$ cat src/rtl/chip_trig_capture.sv
// rtl/chip_trig_capture.sv - lane-select threshold trigger with pre-trigger capture and word-by-word record dump
module chip_trig_capture #(
    parameter int N_CH  = 8,
    parameter int DW    = 16,
    parameter int DEPTH = 64,
    parameter int PRE   = 16
) (
    input  logic               clk_sys,
    input  logic               rst,
    input  logic [N_CH*DW-1:0] sm_data,
    input  logic               sm_vld,
    input  logic [3:0]         cfg_path_sel,
    input  logic [DW-1:0]      cfg_chip_th,
    input  logic               cfg_mode,
    input  logic               cfg_arm,
    output logic [DW-1:0]      tx_data,
    output logic               tx_vld,
    input  logic               tx_done,
    output logic               busy,
    output logic [15:0]        trig_cnt,
    output logic [15:0]        ovf_cnt
);

    localparam int AW       = $clog2(DEPTH);
    localparam int POST_LEN = DEPTH - PRE - 1;
    localparam logic [AW:0]   PRE_V  = (AW+1)'(PRE);
    localparam logic [AW:0]   POST_V = (AW+1)'(POST_LEN);
    localparam logic [AW-1:0] LAST_W = AW'(DEPTH - 1);

    typedef enum logic [1:0] {S_ARM, S_POST, S_DUMP, S_HOLD} state_t;

    state_t state, next_state;

    logic [DW-1:0] mem [DEPTH];
    logic [DW-1:0] rdata;

    logic          fresh;          // first cycle out of reset: cfg not yet latched
    logic [3:0]    sel_q, sel_eff;
    logic [DW-1:0] th_q, th_eff;
    logic [DW-1:0] cur, prev;
    logic          prev_valid;
    logic [AW:0]   pre_cnt, post_cnt;
    logic [AW-1:0] wr_ptr, rd_ptr, word_cnt;
    logic          dump_first, ld, pending;

    logic trig, post_last, done_ok, last_done, rd_go, enter_arm, enter_dump, wr_en;

    // Lane mux on the effective selection; out-of-range indices fall back to lane 0
    always_comb begin
        sel_eff = fresh ? cfg_path_sel : sel_q;
        th_eff  = fresh ? cfg_chip_th  : th_q;
        cur     = sm_data[DW-1:0];
        for (int k = 0; k < N_CH; k++) begin
            if (sel_eff == 4'(k)) cur = sm_data[k*DW +: DW];
        end
    end

    assign trig       = (state == S_ARM) && sm_vld && (pre_cnt == PRE_V) && prev_valid &&
                        ($signed(prev) < $signed(th_eff)) && ($signed(cur) >= $signed(th_eff));
    assign post_last  = (state == S_POST) && sm_vld && (post_cnt == (AW+1)'(1));
    assign done_ok    = (state == S_DUMP) && tx_done && pending;
    assign last_done  = done_ok && (word_cnt == LAST_W);
    assign rd_go      = (state == S_DUMP) && (dump_first || (done_ok && !last_done));
    assign enter_arm  = (next_state == S_ARM)  && (state != S_ARM);
    assign enter_dump = (next_state == S_DUMP) && (state != S_DUMP);
    assign wr_en      = sm_vld && ((state == S_ARM) || (state == S_POST));

    // State register
    always_ff @(posedge clk_sys or posedge rst) begin
        if (rst) state <= S_ARM;
        else     state <= next_state;
    end

    // Next-state logic
    always_comb begin
        next_state = state;
        case (state)
            S_ARM:  if (trig)      next_state = (POST_LEN == 0) ? S_DUMP : S_POST;
            S_POST: if (post_last) next_state = S_DUMP;
            S_DUMP: if (last_done) next_state = cfg_mode ? S_ARM : S_HOLD;
            S_HOLD: if (cfg_arm)   next_state = S_ARM;
            default:               next_state = S_ARM;
        endcase
    end

    // Sample RAM: write port from the lane mux, registered read port for the dump
    always_ff @(posedge clk_sys) begin
        if (wr_en) mem[wr_ptr] <= cur;
        if (rd_go) rdata <= mem[rd_ptr];
    end

    // Capture datapath, dump sequencer and statistics counters
    always_ff @(posedge clk_sys or posedge rst) begin
        if (rst) begin
            fresh      <= 1'b1;
            sel_q      <= '0;
            th_q       <= '0;
            prev       <= '0;
            prev_valid <= 1'b0;
            pre_cnt    <= '0;
            post_cnt   <= '0;
            wr_ptr     <= '0;
            rd_ptr     <= '0;
            word_cnt   <= '0;
            dump_first <= 1'b0;
            ld         <= 1'b0;
            pending    <= 1'b0;
            tx_data    <= '0;
            tx_vld     <= 1'b0;
            busy       <= 1'b0;
            trig_cnt   <= '0;
            ovf_cnt    <= '0;
        end else begin
            fresh <= 1'b0;
            if (fresh || enter_arm) begin
                sel_q <= cfg_path_sel;
                th_q  <= cfg_chip_th;
            end
            if (enter_arm) begin
                pre_cnt    <= '0;
                prev_valid <= 1'b0;
            end
            if (state == S_ARM && sm_vld) begin
                wr_ptr     <= wr_ptr + AW'(1);
                prev       <= cur;
                prev_valid <= 1'b1;
                if (pre_cnt != PRE_V) pre_cnt <= pre_cnt + (AW+1)'(1);
                if (trig) begin
                    // Dump starts PRE words before the trigger sample's address
                    rd_ptr   <= wr_ptr - AW'(PRE);
                    post_cnt <= POST_V;
                    trig_cnt <= trig_cnt + 16'd1;
                end
            end
            if (state == S_POST && sm_vld) begin
                wr_ptr   <= wr_ptr + AW'(1);
                post_cnt <= post_cnt - (AW+1)'(1);
            end
            dump_first <= enter_dump;
            if (enter_dump) word_cnt <= '0;
            if (rd_go) rd_ptr <= rd_ptr + AW'(1);
            ld     <= rd_go;
            tx_vld <= ld;
            if (done_ok) begin
                pending  <= 1'b0;
                word_cnt <= word_cnt + AW'(1);
            end
            if (ld) begin
                tx_data <= rdata;
                pending <= 1'b1;
            end
            if (state == S_DUMP && sm_vld && !last_done && ovf_cnt != 16'hFFFF)
                ovf_cnt <= ovf_cnt + 16'd1;
            busy <= (next_state != S_ARM);
        end
    end

endmodule
$ cat config.mk
export PLATFORM = sky130hd
export DESIGN_NAME = chip_trig_capture
export DESIGN_NICKNAME = d
export VERILOG_FILES = /design/src/rtl/chip_trig_capture.sv
export SDC_FILE = /design/constraint.sdc
export NUM_CORES = 1
export LEC_CHECK = 0
export CORE_MARGIN = 5
export CORE_UTILIZATION = 65
export DETAILED_ROUTE_END_ITERATION = 7
export PLACE_DENSITY = 0.85
export REMOVE_ABC_BUFFERS = 1
export SYNTH_ARGS = -nofsm -noshare
export SYNTH_HDL_FRONTEND = slang
export SYNTH_SLANG_ARGS = --single-unit
$ cat constraint.sdc
create_clock -name clk_sys -period 21.2 [get_ports clk_sys]
set_clock_uncertainty 0.05 [all_clocks]
set_input_delay 6.36 -clock clk_sys [delete_from_list [all_inputs] [get_ports clk_sys]]
set_output_delay 6.36 -clock clk_sys [all_outputs]
set_load 0.02 [all_outputs]
==> flow_metrics.env <==
export IMPL_cts_hold_buf=0
export IMPL_synth_area_leaders="edfxtp_1, mux4_2, dfrtp_1, mux2_2, ha_1"
export IMPL_clockBufferDepth=3
export IMPL_critPathLaunchType="input pin"
export IMPL_yosys_area_share_simple_pct=3.38
export IMPL_ctsResizeCount=0
export IMPL_routed_wl_microns=131000
export IMPL_worstPathCellList="clkdlybuf4s50_1 -> mux2i_2 -> nor2_1 -> nand2_1 -> o221ai_1 -> a21oi_1 -> nor2_1 -> a31oi_4 -> buf_4 -> ha_1 -> a21o_1 -> a221o_1 -> a21oi_1 -> a21o_1 -> o211ai_1 -> nor3_4 -> nor2_1 -> a211o_1"
export IMPL_holdPathStages=1
export IMPL_cts_tree="yes"
export IMPL_layout_cells_non_filler=3649
export IMPL_cts_buffers=109
export IMPL_antenna_found_initial=5
export IMPL_root_buffer="clkbuf_16"
export IMPL_dieArea_sq_um=77800
export IMPL_viasPerCell=7.13
export IMPL_slew_limit_headroom_pct=9.32
export IMPL_holdCritStartpoint="rdata[1]$_DFFE_PP_"
export IMPL_cp_common_cell="nor2_1"
export IMPL_fin_util_pct=75.7
export IMPL_timing_fmax_ghz=0.0817
export IMPL_regArea_sq_um=34400
export IMPL_final_cell_mix="edfxtp_1, mux4_2, clkdlybuf4s50_1, dfrtp_1, clkbuf_16"
export IMPL_cts_setup_buffers=0
export IMPL_power_density_nw_per_um2=99.3
export IMPL_synth_cell_types=63
export IMPL_fin_crit_ns=12.23
export IMPL_synth_top_family_by_area="multiplexers"
export IMPL_r2r_start="fresh$_DFF_PP1_"
export IMPL_synthToLayoutAreaGrowth_pct=15.4
export IMPL_fp_dieW_microns=279
export IMPL_drt_wirelength_per_cell_microns=36.0
export IMPL_synthXorXnorAreaFrac_pct=0.799
export IMPL_drive_above_1_share_pct=25.3
export IMPL_total_power_mw=5.39
export IMPL_final_antenna_net_count=0
export IMPL_numPortBuffers=203
export IMPL_hpwl_microns=70300
export IMPL_tns_ns=0
export IMPL_first_iter_violations=4082
export IMPL_synth_top_area_share_pct=66.5
export IMPL_syn_inst=2314
export IMPL_r2r_end="post_cnt[4]$_DFFE_PP0P_"
export IMPL_synthMuxAreaShare_pct=18.2
export IMPL_rrSetupSlack_ns=13.96
export IMPL_initial_core_util_pct=65.6
export IMPL_worst_ep_required_time_ns=21.72
export IMPL_drv_cap=0
export IMPL_yosysWarnings=0
export IMPL_dp_cells=3440
export IMPL_hold_violations=0
export IMPL_grt_max_degree=75
export IMPL_dr_pass1_iters=7
export IMPL_status="completed"
export IMPL_fp_dieH_microns=279
export IMPL_grt_total_usage_pct=34.0
export IMPL_clock_sinks=1165
export IMPL_crit_type="in -> reg"
export IMPL_grt_pass1_vias=27078
export IMPL_synth_compound_area_share_pct=2.12
export IMPL_h_tree_depth=3
export IMPL_yosys_area_top_type="edfxtp_1"
export IMPL_slowest_stage="mux2i_2"
export IMPL_core_sq_um=71600
export IMPL_drc_errors=0
export IMPL_mostFrequentLayoutCell="edfxtp_1"
export IMPL_hp_class="reg -> reg"
export IMPL_async_flop_share_pct=10.7
export IMPL_arrival_ns=12.76
export IMPL_slowest_delay_ns=0.98
export IMPL_synth_adder_area_share_pct=1.17
export IMPL_clk_pin_slew_ns=0.07
export IMPL_gr_total_overflow=0
export IMPL_grt_pass1_wl_microns=189000
export IMPL_p_leak_nw=18.0
export IMPL_drv_slew=0
export IMPL_finalSetupViolCount=0
export IMPL_place_congestion=0.888
export IMPL_reg2reg_depth=17
export IMPL_synth_edf_count=1040
export IMPL_clock_latency_ns=0.68
export IMPL_fin_nets=2799
export IMPL_pin_count=204
export IMPL_ys_flop_type="edfxtp_1"
export IMPL_critPathCaptureType="flip-flop"
export IMPL_netlist_area_sq_um=47000
export IMPL_placementRows=98
export IMPL_cp_max_fo=66
export IMPL_avgSynthCellArea_sq_um=20.3
export IMPL_dp_slack_ns=8.61
export IMPL_fillers=3620
export IMPL_yosysSeqAreaShare_pct=73.1
export IMPL_worst_slew_pin_slew_ns=1.36
export IMPL_fin_ws_ns=8.97
export IMPL_ys_seq_elements=1165
export IMPL_multi_input_area_sq_um=12300
export IMPL_period_share_pct=57.7
export IMPL_vias=26021
export IMPL_worst_ir_drop_vdd_mv=0.0843
export IMPL_hold_end="tx_data[1]$_DFFE_PP0P_"
export IMPL_grt_setup_unrepaired="no"
-- metal layers --
metal | global-route usage, % | vias up | routed length [microns]
met5 | 0 | - | 17
met4 | 13.1 | 2 | 6170
met3 | 7.40 | 398 | 14100
met2 | 58.2 | 2118 | 68400
met1 | 43.5 | 13407 | 42600
li1 | - | 10096 | -
-- cell type report --
cell class	count	area share, %
Antenna cell	4	0.0185
Clock inverter	68	1.42
Tap cell	950	2.19
Inverter	22	0.157
Multi-Input combinational cell	1014	22.6
Sequential cell	1165	63.4
Clock buffer	137	5.30
Timing Repair Buffer	289	4.94
-- critical path, delay by kind of cell --
family	cells	cell delay (ns)
AND/OR/NAND/NOR	5	2.03
AO/OA/AOI/OAI	9	1.95
buffers and inverters	2	1.02
multiplexers	1	0.98
adder cells (fa/ha/maj)	1	0.38
-- flip-flops by register name (all words and copies together), names as in the netlist, 2 cells and up --
register  count
ovf_cnt      16
word_cnt      6
mem        1024
state         2
wr_ptr        6
prev         16
tx_data      16
trig_cnt     16
th_q         16
sel_q         4
post_cnt      7
rdata        16
pre_cnt       7
rd_ptr        6
-- power by group --
part / switching [mW] / total, mW / internal [mW]
Sequential: 0.0726 / 2.77 / 2.70
Clock: 0.869 / 2.02 / 1.15
Combinational: 0.398 / 0.596 / 0.198
-- cell families after synthesis --
kind of cell | after synthesis
adders and majority gates | 44
xor gates and xnor gates | 42
DFF | 1165
buffers and inverters | 135
and+or+nand+nor | 345
AOI/OAI and AO/OA | 159
muxes | 423
other | 1
-- cell usage after synthesis (2+ instances only) --
cell type  instances
mux2_2            55
nor3_1            18
a211oi_1           4
nand2_1          107
buf_2             31
or3b_2             3
dfrtp_1          124
nand2b_1           5
nor2_1           111
nand4_1           10
nor4_1             2
and4_1             2
or3_1              7
a31oi_1           17
clkbuf_1          58
a22o_1             3
o22a_1             3
inv_1             21
a21oi_1           34
o21ai_0           51
o31ai_1            2
nor2b_1            5
nand3_1           41
xnor2_1           30
xor2_1            11
o211ai_1           5
mux4_2           340
ha_1              44
and3_1            17
buf_1             22
a221oi_1           3
a211o_1            2
mux2i_1           27
a21o_1             6
edfxtp_1        1040
o22ai_1           10
and2_1             6
nand3b_1           4
o221ai_1           9
-- worst max-delay path by stage --
stage,from,endpoint,slack [ns],cells after the start
detailed placement,cfg_path_sel[1],post_cnt[4]$_DFFE_PP0P_,8.61,18
CTS,cfg_path_sel[1],post_cnt[4]$_DFFE_PP0P_,9.16,18
finish,cfg_path_sel[1],post_cnt[4]$_DFFE_PP0P_,8.97,18
global placement,cfg_path_sel[1],post_cnt[4]$_DFFE_PP0P_,8.87,18
global route,cfg_path_sel[1],post_cnt[2]$_DFFE_PP0P_,8.72,18
floorplan,cfg_path_sel[0],post_cnt[4]$_DFFE_PP0P_,7.78,14
-- stage by stage --
| step | instance area (sq um) | hold WS [ns] |
|---|---|---|
| 6_report | 54200 | 0.432 |
| 2_1_floorplan | 46500 | 0.386 |
| 3_5_place_dp | 50600 | 0.417 |
| 3_3_place_gp | 50600 | 0.403 |
| 4_1_cts | 54200 | 0.433 |
| 5_1_grt | 54200 | 0.459 |
Note: power is estimated with default switching activity, not from simulation.
